**src/rtl/pipe_pkg.sv**
```systemverilog
// rtl/pipe_pkg.sv - shared types and constants for pipeline stage registers
package pipe_pkg;

  // Occupancy of a two-entry skid stage
  typedef enum logic [1:0] {
    PS_EMPTY = 2'd0,
    PS_ONE   = 2'd1,
    PS_FULL  = 2'd2
  } pipe_state_t;

  // Side-effect control bits within the control payload
  localparam int CTRL_REGWRITE_BIT = 0;
  localparam int CTRL_MEMWRITE_BIT = 2;

  // Bits that must read 0 whenever no valid entry is presented
  localparam logic [7:0] DEFAULT_KILL_MASK =
    8'((1 << CTRL_REGWRITE_BIT) | (1 << CTRL_MEMWRITE_BIT));

endpackage

```
**src/rtl/sat_counter.sv**
```systemverilog
// rtl/sat_counter.sv - saturating event counter with synchronous reset
module sat_counter #(
  parameter int CNT_WIDTH = 16
) (
  input  logic                 clk,
  input  logic                 rst,
  input  logic                 inc,
  output logic [CNT_WIDTH-1:0] count
);

  // Count events, sticking at all-ones instead of wrapping
  always_ff @(posedge clk) begin
    if (rst) begin
      count <= '0;
    end else if (inc && (count != {CNT_WIDTH{1'b1}})) begin
      count <= count + CNT_WIDTH'(1);
    end
  end

endmodule

```
**src/rtl/pipe_skid_stage.sv**
```systemverilog
// rtl/pipe_skid_stage.sv - valid/ready pipeline register with 2-entry skid, flush, kill mask
module pipe_skid_stage
  import pipe_pkg::*;
#(
  parameter int                    DATA_WIDTH = 32,
  parameter int                    CTRL_WIDTH = 8,
  parameter logic [CTRL_WIDTH-1:0] KILL_MASK  = CTRL_WIDTH'(DEFAULT_KILL_MASK),
  parameter int                    CNT_WIDTH  = 16
) (
  input  logic                  clk,
  input  logic                  rst,
  input  logic                  flush,
  input  logic                  in_valid,
  output logic                  in_ready,
  input  logic [CTRL_WIDTH-1:0] in_ctrl,
  input  logic [DATA_WIDTH-1:0] in_data,
  output logic                  out_valid,
  input  logic                  out_ready,
  output logic [CTRL_WIDTH-1:0] out_ctrl,
  output logic [DATA_WIDTH-1:0] out_data,
  output logic [CNT_WIDTH-1:0]  stall_cnt
);

  pipe_state_t state, state_nxt;

  logic [CTRL_WIDTH-1:0] main_ctrl, skid_ctrl;
  logic [DATA_WIDTH-1:0] main_data, skid_data;

  logic accept, drain;
  logic load_main_in, load_main_skid, load_skid;

  // Handshake qualifiers; in_ready depends only on registered state and rst
  always_comb begin
    in_ready  = !rst && (state != PS_FULL);
    out_valid = (state != PS_EMPTY);
    accept    = in_valid && in_ready && !flush;
    drain     = out_valid && out_ready;
  end

  // Occupancy register
  always_ff @(posedge clk) begin
    if (rst) begin
      state <= PS_EMPTY;
    end else begin
      state <= state_nxt;
    end
  end

  // Next occupancy and which entry loads; flush overrides everything
  always_comb begin
    state_nxt      = state;
    load_main_in   = 1'b0;
    load_main_skid = 1'b0;
    load_skid      = 1'b0;
    if (flush) begin
      state_nxt = PS_EMPTY;
    end else begin
      unique case (state)
        PS_EMPTY: begin
          if (accept) begin
            state_nxt    = PS_ONE;
            load_main_in = 1'b1;
          end
        end
        PS_ONE: begin
          if (accept && drain) begin
            load_main_in = 1'b1;
          end else if (accept) begin
            state_nxt = PS_FULL;
            load_skid = 1'b1;
          end else if (drain) begin
            state_nxt = PS_EMPTY;
          end
        end
        PS_FULL: begin
          if (drain) begin
            state_nxt      = PS_ONE;
            load_main_skid = 1'b1;
          end
        end
        default: begin
          state_nxt = PS_EMPTY;
        end
      endcase
    end
  end

  // Payload storage; flush leaves contents alone, only occupancy is cleared
  always_ff @(posedge clk) begin
    if (rst) begin
      main_ctrl <= '0;
      main_data <= '0;
      skid_ctrl <= '0;
      skid_data <= '0;
    end else begin
      if (load_main_in) begin
        main_ctrl <= in_ctrl;
        main_data <= in_data;
      end else if (load_main_skid) begin
        main_ctrl <= skid_ctrl;
        main_data <= skid_data;
      end
      if (load_skid) begin
        skid_ctrl <= in_ctrl;
        skid_data <= in_data;
      end
    end
  end

  // Side-effect bits read 0 whenever nothing valid is presented
  always_comb begin
    out_data = main_data;
    if (out_valid) begin
      out_ctrl = main_ctrl;
    end else begin
      out_ctrl = main_ctrl & ~KILL_MASK;
    end
  end

  logic stall_inc;

  // Upstream offered a beat but was refused
  always_comb begin
    stall_inc = in_valid && !in_ready && !rst;
  end

  sat_counter #(
    .CNT_WIDTH(CNT_WIDTH)
  ) u_stall_cnt (
    .clk  (clk),
    .rst  (rst),
    .inc  (stall_inc),
    .count(stall_cnt)
  );

endmodule
```
**config.mk**
```make
export PLATFORM = sky130hd
export DESIGN_NAME = pipe_skid_stage
export DESIGN_NICKNAME = d
export VERILOG_FILES = /design/src/rtl/pipe_pkg.sv /design/src/rtl/sat_counter.sv /design/src/rtl/pipe_skid_stage.sv
export SDC_FILE = /design/constraint.sdc
export NUM_CORES = 1
export LEC_CHECK = 0
export ABC_AREA = 1
export CAP_MARGIN = 20
export CORE_ASPECT_RATIO = 1.1
export CORE_MARGIN = 2
export CORE_UTILIZATION = 49
export DETAILED_ROUTE_END_ITERATION = 8
export PLACE_DENSITY = 0.8
export SLEW_MARGIN = 20
export SYNTH_ARGS = -nofsm -noshare
export SYNTH_HDL_FRONTEND = slang
export SYNTH_SLANG_ARGS = --single-unit
export TNS_END_PERCENT = 100
```
**constraint.sdc**
```tcl
create_clock -name clk -period 2.25 [get_ports clk]
set_input_delay 0.3375 -clock clk [delete_from_list [all_inputs] [get_ports clk]]
set_output_delay 0.3375 -clock clk [all_outputs]
set_load 0.005 [all_outputs]
```
==> results.toml <==
[finish]
area_growth_pct = 31.33
fin_nets = 708
final_common_cell = "a21oi_1"
layout_common_cells = "a21oi_1 (135), nand2_1 (102), clkdlybuf4s50_1 (101)"
drive_gt1_share_pct = 5.697
antenna_cells = 0
fin_cells = 778

[placed_design]
place_inst = 762
place_ws_ns = 0.2487
dp_hpwl_um = 7037
port-buffer-count = 102
gp_congestion = 0.9718

[cts]
tritoncts = "built"
postCtsSetupBuffers = 0
clkLatencyLatePin_ns = 0.35
cts_max_level = 3
numCtsBuffers = 9
clockBufferDepth = 2
ctsHoldBuffers = 0
cts_resized = 0
clk_pin_slew_ns = 0.09
cts_root_buf = "clkbuf_8"
cts_sinks = 98

[global_routing]
met3_usage_pct = 3.979
grt_pass1_vias = 3859
grtUsageTotal_pct = 22.61
use_met2_pct = 40.10
globalRouteMet1Util_pct = 26.62
overflow = 0
grt_first_pass_wirelength_um = 16860
antenna_found_initial = 0
grt.busiest_layer = "met2"
grt_start_max_net_pins = 82

[sta]
rsz0062_at_grt = "no"
setup_slack_ns = 0.3774
tightestPinTransition_ns = 0.3713
skew_ns = 0.01082
setup-violations-final = 0
layout_min_cycle_time_ns = 1.873
fin_crit_sh_pct = 83.23
fin_tns_setup_ns = 0
final_max_slew_viol_count = 0
max_slew_margin_pct = 75.24
fmaxAchievable_ghz = 0.5340
finalHoldViolations = 0

[detailed_routing]
drtAntennaViolNets = 0
drt-total-wl_um = 10130
route.detailed.drc = 0
viasPerCell = 5.063
routedWlPerCell_um = 13.02
firstDrtPassIters = 4
dr_total_vias = 3939
drt_iter0_markers = 134

[synthesis]
synth_xor_area_share_pct = 1.692
synth_seq_cells = 98
synth_fa_ha_area_share_pct = 0.3021
ys_types = 23
ys_seq_area_share_pct = 47.37
synth-compound-area-share_pct = 22.33
synth.largest_area_cell = "dfxtp_1"
synth.top_cell.area_share_pct = 47.37
synth_nets = 622
ys_warn_count = 0
synth.area.mux_share_pct = 0
avgSynthCellArea_um2 = 7.190
synth_top_family_by_area = "compound AO/OA/AOI/OAI gates"
synthSimpleGateAreaFrac_pct = 18.37
synth_area_leaders = "dfxtp_1 (47%), a21oi_1 (16%), nand2_1 (9.2%)"
syn-cell-area_um2 = 4141
postSynthCellCount = 576

[flow_run]
max_cap_violations = 0

[power_and_ir_drop]
power.net_switching_uw = 713.0
p_sw_share_pct = 21.96
comb_power_share_pct = 8.2
cellPowerDensity_nw_per_um2 = 597.1
seqPwrFrac_pct = 54.8
irDropWorstVdd_mv = 0.4812
intPower_uw = 2535
pwr-share-clk_pct = 37.1
p_leak_uw = 0.001807

[setup_path]
ff2ff_path_depth = 8
path_max_fanout = 4
r2r_end = "u_stall_cnt.count[0]"
start_kind = "flop"
critPathKind = "reg2out"
reg2reg_from = "u_stall_cnt.count[0]"
cp.arrival_ns = 1.54
crit_required_ns = 1.91
ff2ff_setup_slack_ns = 0.38
slowest_delay_ns = 0.49
crit_path_end_kind = "primary output"
cp_slowest_cell = "clkdlybuf4s50_1"
path_cells = "inv_1 > nor2_2 > nor2_1 > clkdlybuf4s50_1"

[die]
die_x_um = 91.66
core_um2 = 8277
die_area_um2 = 9204
fp.dieH_um = 100.4
ios = 103
start_util_pct = 50.04
rows = 35

[hold_path]
worstHoldPathCells = 2
min_from = "rst"
hold_path.class = "in2reg"
holdPathEnd = "out_data[13]"

[status]
status = "finished, final reports clean"
[per-layer routing]
metal / share of wire, % / vias to the layer above
li1: - / 2022
met1: 44 / 1810
met2: 50 / 90
met3: 4.0 / 17
met4: 2.0 / 0
met5: 0 / -
[worst max-delay path by stage]
| stage | startpoint | end |
|---|---|---|
| 5_1_grt | u_stall_cnt.count[0] | u_stall_cnt.count[15] |
| 3_3_place_gp | flush | out_data[14] |
| 4_1_cts | state[0] | out_ctrl[0] |
| 2_1_floorplan | u_stall_cnt.count[0] | u_stall_cnt.count[0] |
| 3_5_place_dp | flush | out_data[17] |
| 6_report | state[1] | in_ready |
[power by group through the flow]
stage	logic, uW	registers (uW)	clock network (uW)
final	266	1780	1200
after detailed placement	266	1820	0
after floorplan	101	1820	0
after global placement	260	1820	0
after global routing	291	1780	1310
after CTS	267	1780	1240
[critical path: cells and delay by family (launching register included)]
family | cells | cell delay (ns)
buf+inv | 2 | 0.59
flops | 1 | 0.36
simple gates | 2 | 0.24
[area by class of cell]
type,instances,area [um^2]
Sequential cell,98,1962
Clock inverter,5,78.83
Fill cell,684,2838
Timing Repair Buffer,113,1124
Multi-Input combinational cell,381,1783
Tap cell,111,138.9
Clock buffer,11,131.4
Inverter,59,221.5
[state kept, by name, indices dropped and copies added (netlist names)]
| name | cells |
|---|---|
| main_ctrl | 8 |
| out_data | 32 |
| u_stall_cnt.count | 16 |
| skid_ctrl | 8 |
| skid_data | 32 |
| state | 2 |
[synthesized netlist by cell type (all sizes together)]
cell type,count
a21oi,135
buf,19
clkbuf,19
dfxtp,98
ha,1
inv,59
nand2,104
nand3,9
nand4,5
nor2,71
nor3,1
o21a,1
o21ai,46
xnor2,2
xor2,6
[cell families after synthesis]
| kind of cell | count (synthesis) |
|---|---|
| adder cells (fa/ha/maj) | 1 |
| flip-flops | 98 |
| AND/OR/NAND/NOR | 190 |
| XOR/XNOR | 8 |
| AO/OA/AOI/OAI | 182 |
| buffers and inverters | 97 |
[per-stage QoR]
stage	hold WS (ns)	power, uW	area [um^2]	util, %
after floorplan	0.4294	1919	4141	-
after global placement	0.4383	2079	5229	63.17
after detailed placement	0.4446	2085	5229	63.17
after CTS	0.3656	3281	5439	65.71
after global routing	0.3885	3383	5439	65.71
final	0.3866	3248	5439	65.71
Note: power is estimated with default switching activity, not from simulation.
